===== src/rtl/pipe_ctrl.sv =====
// pipe_ctrl - pipeline stall/flush scheduler for the five-stage MIPS core.
//
// Generates the write-enable and clear controls of the F/D/E/M/W pipeline
// registers, owns the multiply/divide busy countdown and picks the next-PC
// source on exception entry and eret.
//
// Parameters:
//   MULT_CYCLES   busy cycles loaded for mult/multu (1..15)
//   DIV_CYCLES    busy cycles loaded for div/divu   (1..15)
//
// Ports:
//   clk            rising-edge clock
//   reset          asynchronous active-low reset
//   hazard_stall   D-stage data hazard requires a stall
//   E_md_start     E-stage instruction is mult/multu/div/divu
//   E_md_div       qualifies E_md_start: 1 = div type, 0 = mult type
//   D_md_use       D-stage instruction uses the MDU
//   exc_req        M stage takes an exception/interrupt this cycle
//   eret_M         eret is in M this cycle
//   F_WE..W_WE     pipeline-register write enables (combinational)
//   D_clr..M_clr   bubble inserts into D/E/M registers (combinational)
//   pc_sel         00 PC+4/branch, 01 handler, 10 EPC (combinational)
//   md_busy        MDU countdown active (registered)
//   md_count       remaining MDU busy cycles (registered)
//   stall_cycles   32-bit stall counter, only with PIPE_CTRL_STALL_CNT_EN
//
// Optional feature macro: PIPE_CTRL_STALL_CNT_EN adds the stall_cycles port
// and its counter; without it the block is otherwise identical.

module pipe_ctrl #(
  parameter int MULT_CYCLES = 5,
  parameter int DIV_CYCLES  = 10
) (
  input  logic       clk,
  input  logic       reset,
  input  logic       hazard_stall,
  input  logic       E_md_start,
  input  logic       E_md_div,
  input  logic       D_md_use,
  input  logic       exc_req,
  input  logic       eret_M,
  output logic       F_WE,
  output logic       D_WE,
  output logic       E_WE,
  output logic       M_WE,
  output logic       W_WE,
  output logic       D_clr,
  output logic       E_clr,
  output logic       M_clr,
  output logic [1:0] pc_sel,
  output logic       md_busy,
  output logic [3:0] md_count
`ifdef PIPE_CTRL_STALL_CNT_EN
  ,
  output logic [31:0] stall_cycles
`endif
);

  localparam logic [0:0] ST_RUN    = 1'b0;
  localparam logic [0:0] ST_MDBUSY = 1'b1;

  localparam logic [3:0] MULT_LOAD = 4'(MULT_CYCLES);
  localparam logic [3:0] DIV_LOAD  = 4'(DIV_CYCLES);

  localparam logic [1:0] PC_SEQ  = 2'b00;
  localparam logic [1:0] PC_EXC  = 2'b01;
  localparam logic [1:0] PC_EPC  = 2'b10;

  logic [0:0] state_q, state_d;
  logic [3:0] md_count_q, md_count_d;
  logic       start_ok;
  logic       stall;

  // An exception in M squashes the instruction in E, so its start is dropped.
  assign start_ok = E_md_start & ~exc_req;

  // A start in E already occupies the MDU for the instruction in D, so it
  // stalls in the same cycle even though md_busy only rises next cycle.
  assign stall = hazard_stall | (D_md_use & (md_busy | E_md_start));

  always_comb begin
    md_count_d = md_count_q;
    state_d    = state_q;
    if (start_ok) begin
      md_count_d = E_md_div ? DIV_LOAD : MULT_LOAD;
    end else if (state_q == ST_MDBUSY) begin
      md_count_d = md_count_q - 4'd1;
    end
    state_d = (md_count_d != 4'd0) ? ST_MDBUSY : ST_RUN;
  end

  always_ff @(posedge clk or negedge reset) begin
    if (!reset) begin
      state_q    <= ST_RUN;
      md_count_q <= 4'd0;
    end else begin
      state_q    <= state_d;
      md_count_q <= md_count_d;
    end
  end

  assign md_count = md_count_q;
  assign md_busy  = (md_count_q != 4'd0);

  // Priority: exception, then eret, then stall, then normal flow.
  always_comb begin
    F_WE   = 1'b1;
    D_WE   = 1'b1;
    E_WE   = 1'b1;
    M_WE   = 1'b1;
    W_WE   = 1'b1;
    D_clr  = 1'b0;
    E_clr  = 1'b0;
    M_clr  = 1'b0;
    pc_sel = PC_SEQ;
    if (exc_req) begin
      D_clr  = 1'b1;
      E_clr  = 1'b1;
      M_clr  = 1'b1;
      pc_sel = PC_EXC;
    end else if (eret_M) begin
      D_clr  = 1'b1;
      E_clr  = 1'b1;
      pc_sel = PC_EPC;
    end else if (stall) begin
      F_WE  = 1'b0;
      D_WE  = 1'b0;
      E_clr = 1'b1;
    end
  end

`ifdef PIPE_CTRL_STALL_CNT_EN
  logic [31:0] stall_cycles_q;

  // Counts only stalls that actually hold F/D; flush cycles override stall.
  always_ff @(posedge clk or negedge reset) begin
    if (!reset) begin
      stall_cycles_q <= 32'd0;
    end else if (stall && !exc_req && !eret_M) begin
      stall_cycles_q <= stall_cycles_q + 32'd1;
    end
  end

  assign stall_cycles = stall_cycles_q;
`endif

endmodule


===== config.mk =====
export PLATFORM = sky130hd
export DESIGN_NAME = pipe_ctrl
export DESIGN_NICKNAME = d
export VERILOG_FILES = /design/src/rtl/pipe_ctrl.sv
export SDC_FILE = /design/constraint.sdc
export NUM_CORES = 1
export LEC_CHECK = 0
export CAP_MARGIN = 10
export CORE_AREA = 2 2 39 41
export CTS_CLUSTER_SIZE = 28
export DETAILED_ROUTE_END_ITERATION = 8
export DIE_AREA = 0 0 41 43
export PLACE_DENSITY = 0.67
export SLEW_MARGIN = 20
export SYNTH_ARGS = -nofsm -noshare
export SYNTH_HDL_FRONTEND = slang
export SYNTH_SLANG_ARGS = --single-unit

===== constraint.sdc =====
create_clock -name clk -period 1.9 [get_ports clk]
set_input_delay 0.38 -clock clk [delete_from_list [all_inputs] [get_ports clk]]
set_output_delay 0.38 -clock clk [all_outputs]
set_load 0.05 [all_outputs]

==> impl_summary.txt <==
----------------------------------------------------
[Timing]
  Final Hold Fails ... 0
  Clock skew after layout ... between 0.002 and 0.0025 ns
  Unrepaired setup endpoints after global routing ... true
  Fmax ... 470 MHz
  Final Critical Period ... 2.13 ns
  Hold WS ... 0.358 ns
  Fraction of the cycle the final worst path needs ... 112%
  Max-slew violation total from the final report ... 0
  Worst Slack Setup Final ... -0.229 ns
  Final setup violation count ... 3
  Sum Neg Setup Slack ... -0.623 ns

[Floorplan]
  Area of the core ... 0.00138 sq mm
  Top-level I/O count ... 23
  Horizontal die dimension ... about 40 um
  Count of standard-cell rows ... 14
  Area of the die ... 0.00176 sq mm
  Effective utilization at floorplan ... between 20% and 30%
  Die Height ... 43 um

[Critical path]
  Slowest stage delay, CP ... 0.45 ns
  Critical R2R Launch ... md_count[0]
  Critical path, cell by cell ... inv_2 -> ha_4 -> or4b_4 -> a21oi_2 -> nand2b_4 -> buf_12
  Required time reported for the critical path endpoint ... 1.52 ns
  Count of cells along the worst register-to-register path ... 6
  Critical Path Fanout Max ... 2
  Arrival @ worst endpoint ... 1.75 ns
  Worst reg2reg path endpoint ... state_q
  Critical Path End Type ... primary output
  Type of the worst setup path ... reg -> out
  Setup slack of the worst register-to-register path ... 0.36 ns
  Critical path buffers and inverters ... 2
  Kind of start point of the critical path ... register
  Crit path depth ... 6
  Top Family by Delay on Critical Path ... simple AND/OR/NAND/NOR gates
  Cell type of the slowest stage on the worst timing path ... or4b_4

[Layout]
  Commonest cells after routing, fill and taps aside ... buf_4 (15), clkdlybuf4s50_1 (6), buf_12 (6)
  Layout Area Growth over Synthesis ... 99.3%
  Total number of nets in the final design ... 81
  Final Cell Area ... 706 sq um
  Share of final-layout standard cells stronger than drive strength 1 ... between 40% and 50%
  Antenna Cells ... 0
  Most common cell after layout, fill and taps aside ... buf_4
  Final cell utilization of the core ... 51.0%

[Power and ir drop]
  Total power ... 1.11 mW
  Leakage ... 0.316 nW
  Maximum VDD drop ... around 840 uV
  Pwr Density ... 1570 mW/mm^2

[Global routing]
  First-pass GRT wire length ... between 1000 and 1500 um
  Maximum number of pins on one net before global-route repair ... 8
  Number of antenna violations at the first check in global routing ... 0
  Sum of overflow across all layers after global routing ... 0
  Vias in the first global route ... 318
  Global-route usage over all layers ... 10.4%

[Hold path]
  Class of the most critical hold timing path ... in -> async

[Clocking]
  Cts bufs inserted ... 3
  Clock Path Buffers ... 2
  CTS tree ... done
  Clk_lat worst skew ... 0.24 ns
  Clock-pin slew reported for the worst setup and hold paths after clock tree synthesis ... ~0.040 ns
  TritonCTS Sinks ... 5
  Htree depth ... 1
  Clock root buffer master ... clkbuf_4

[Synthesis]
  Synthesized area divided by synthesized cell count ... about 8.6 sq um
  Mapped cell area ... 354 sq um
  Synth warn ... 0
  Synth Instances ... 41
  Library cells used by synthesis ... 20
  Share of synthesized area occupied by flip-flops and latches ... a little over a third
  Count of state elements after synthesis ... 5

[Place]
  HPWL after detailed placement ... 698 um
  Routability congestion estimate from global placement ... between 0.7 and 0.8
  Placed cell area ... 643 sq um
  Number of buffers inserted by port buffering ... 19

[Drt]
  Via Count ... 370
  Count of antenna-violating nets left after detailed routing ... 0
  Per-cell routed wire length ... ~9.6 um
  DRC viols ... 0
  1st-pass router iterations ... 4
  Routed wire length ... 825 um
  Initial detailed-routing violation count ... 3
  Routed via count divided by cell count ... between 4 and 5

[Outcome]
  Failing checks ... negative setup slack
  Result of the run ... finished, violations left

[Run]
  # Max-Cap Violations ... 0

----------------------------------------------------
==> Yosys cell counts <==
cell type,number,share of area [%]
a21oi_1,1,1.4
a31oi_1,1,1.8
buf_4,6,13
conb_1,1,1.1
dfrtp_1,5,35
ha_1,2,7.1
inv_1,3,3.2
nand2_1,5,5.3
nand2b_1,1,1.8
nor2_1,2,2.1
nor2b_1,2,3.5
nor3_1,1,1.4
nor4b_1,1,2.5
o21a_1,2,4.2
o21ai_0,2,2.8
o21ai_1,1,1.4
or4_1,1,2.1
or4b_1,1,2.8
xnor2_1,2,4.9
xor2_1,1,2.5
==> worst max-delay path by stage <==
stage	start	slack (ns)	endpoint
2_1_floorplan	md_count[0]	-0.22	F_WE
3_3_place_gp	E_md_start	-0.25	F_WE
3_5_place_dp	E_md_start	-0.27	F_WE
4_1_cts	md_count[1]	-0.26	F_WE
5_1_grt	md_count[0]	-0.30	F_WE
6_report	md_count[0]	-0.23	F_WE
==> where the power goes <==
| part | switching (mW) | internal (mW) | total [mW] |
|---|---|---|---|
| clock | 0.0392 | 0.0791 | 0.118 |
| sequential | 0.0403 | 0.164 | 0.204 |
| combinational | 0.431 | 0.356 | 0.787 |
| total | 0.510 | 0.599 | 1.11 |
==> kinds of logic after synthesis <==
family	share of synthesized area, %
adders and majority gates	7.07
buffers and inverters	15.9
and+or+nand+nor	21.6
AOI/OAI and AO/OA	11.7
xor gates and xnor gates	7.42
other	1.06
DFF	35.3
==> routing by layer <==
layer	up-vias	part of all wire, %	global-route usage (%)
met5	-	0	0
met4	0	0	8.00
met3	0	11	3.14
met2	18	47	15.0
met1	166	42	12.2
li1	186	-	-
==> timing repair <==
item | CTS | global route
hold endpoints to repair | 0 | 0
setup endpoints to repair | 3 | 3
buffers inserted | 2 | 2
gates cloned | 0 | 0
gates resized for setup | 3 | 0
hold buffers | 0 | 0
pin swaps | 1 | 2
==> layout make-up <==
cell class,count,area (sq um)
fill,121,678
timing repair buffer,29,313
multi-input combinational,29,208
sequential,5,128
clock buffer,4,26.3
tap,16,20.0
inverter,3,11.3
==> flip-flops by register name (all words and copies together) (netlist names) <==
| signal | count |
|---|---|
| md_count | 4 |
| state_q | 1 |
==> per-stage QoR <==
stage | setup slack [ns] | std cells
final | -0.229 | 86
after global routing | -0.296 | 86
after CTS | -0.258 | 84
after detailed placement | -0.271 | 78
after global placement | -0.247 | 78
after floorplan | -0.225 | 43
Power figures use the tool's default switching activity.
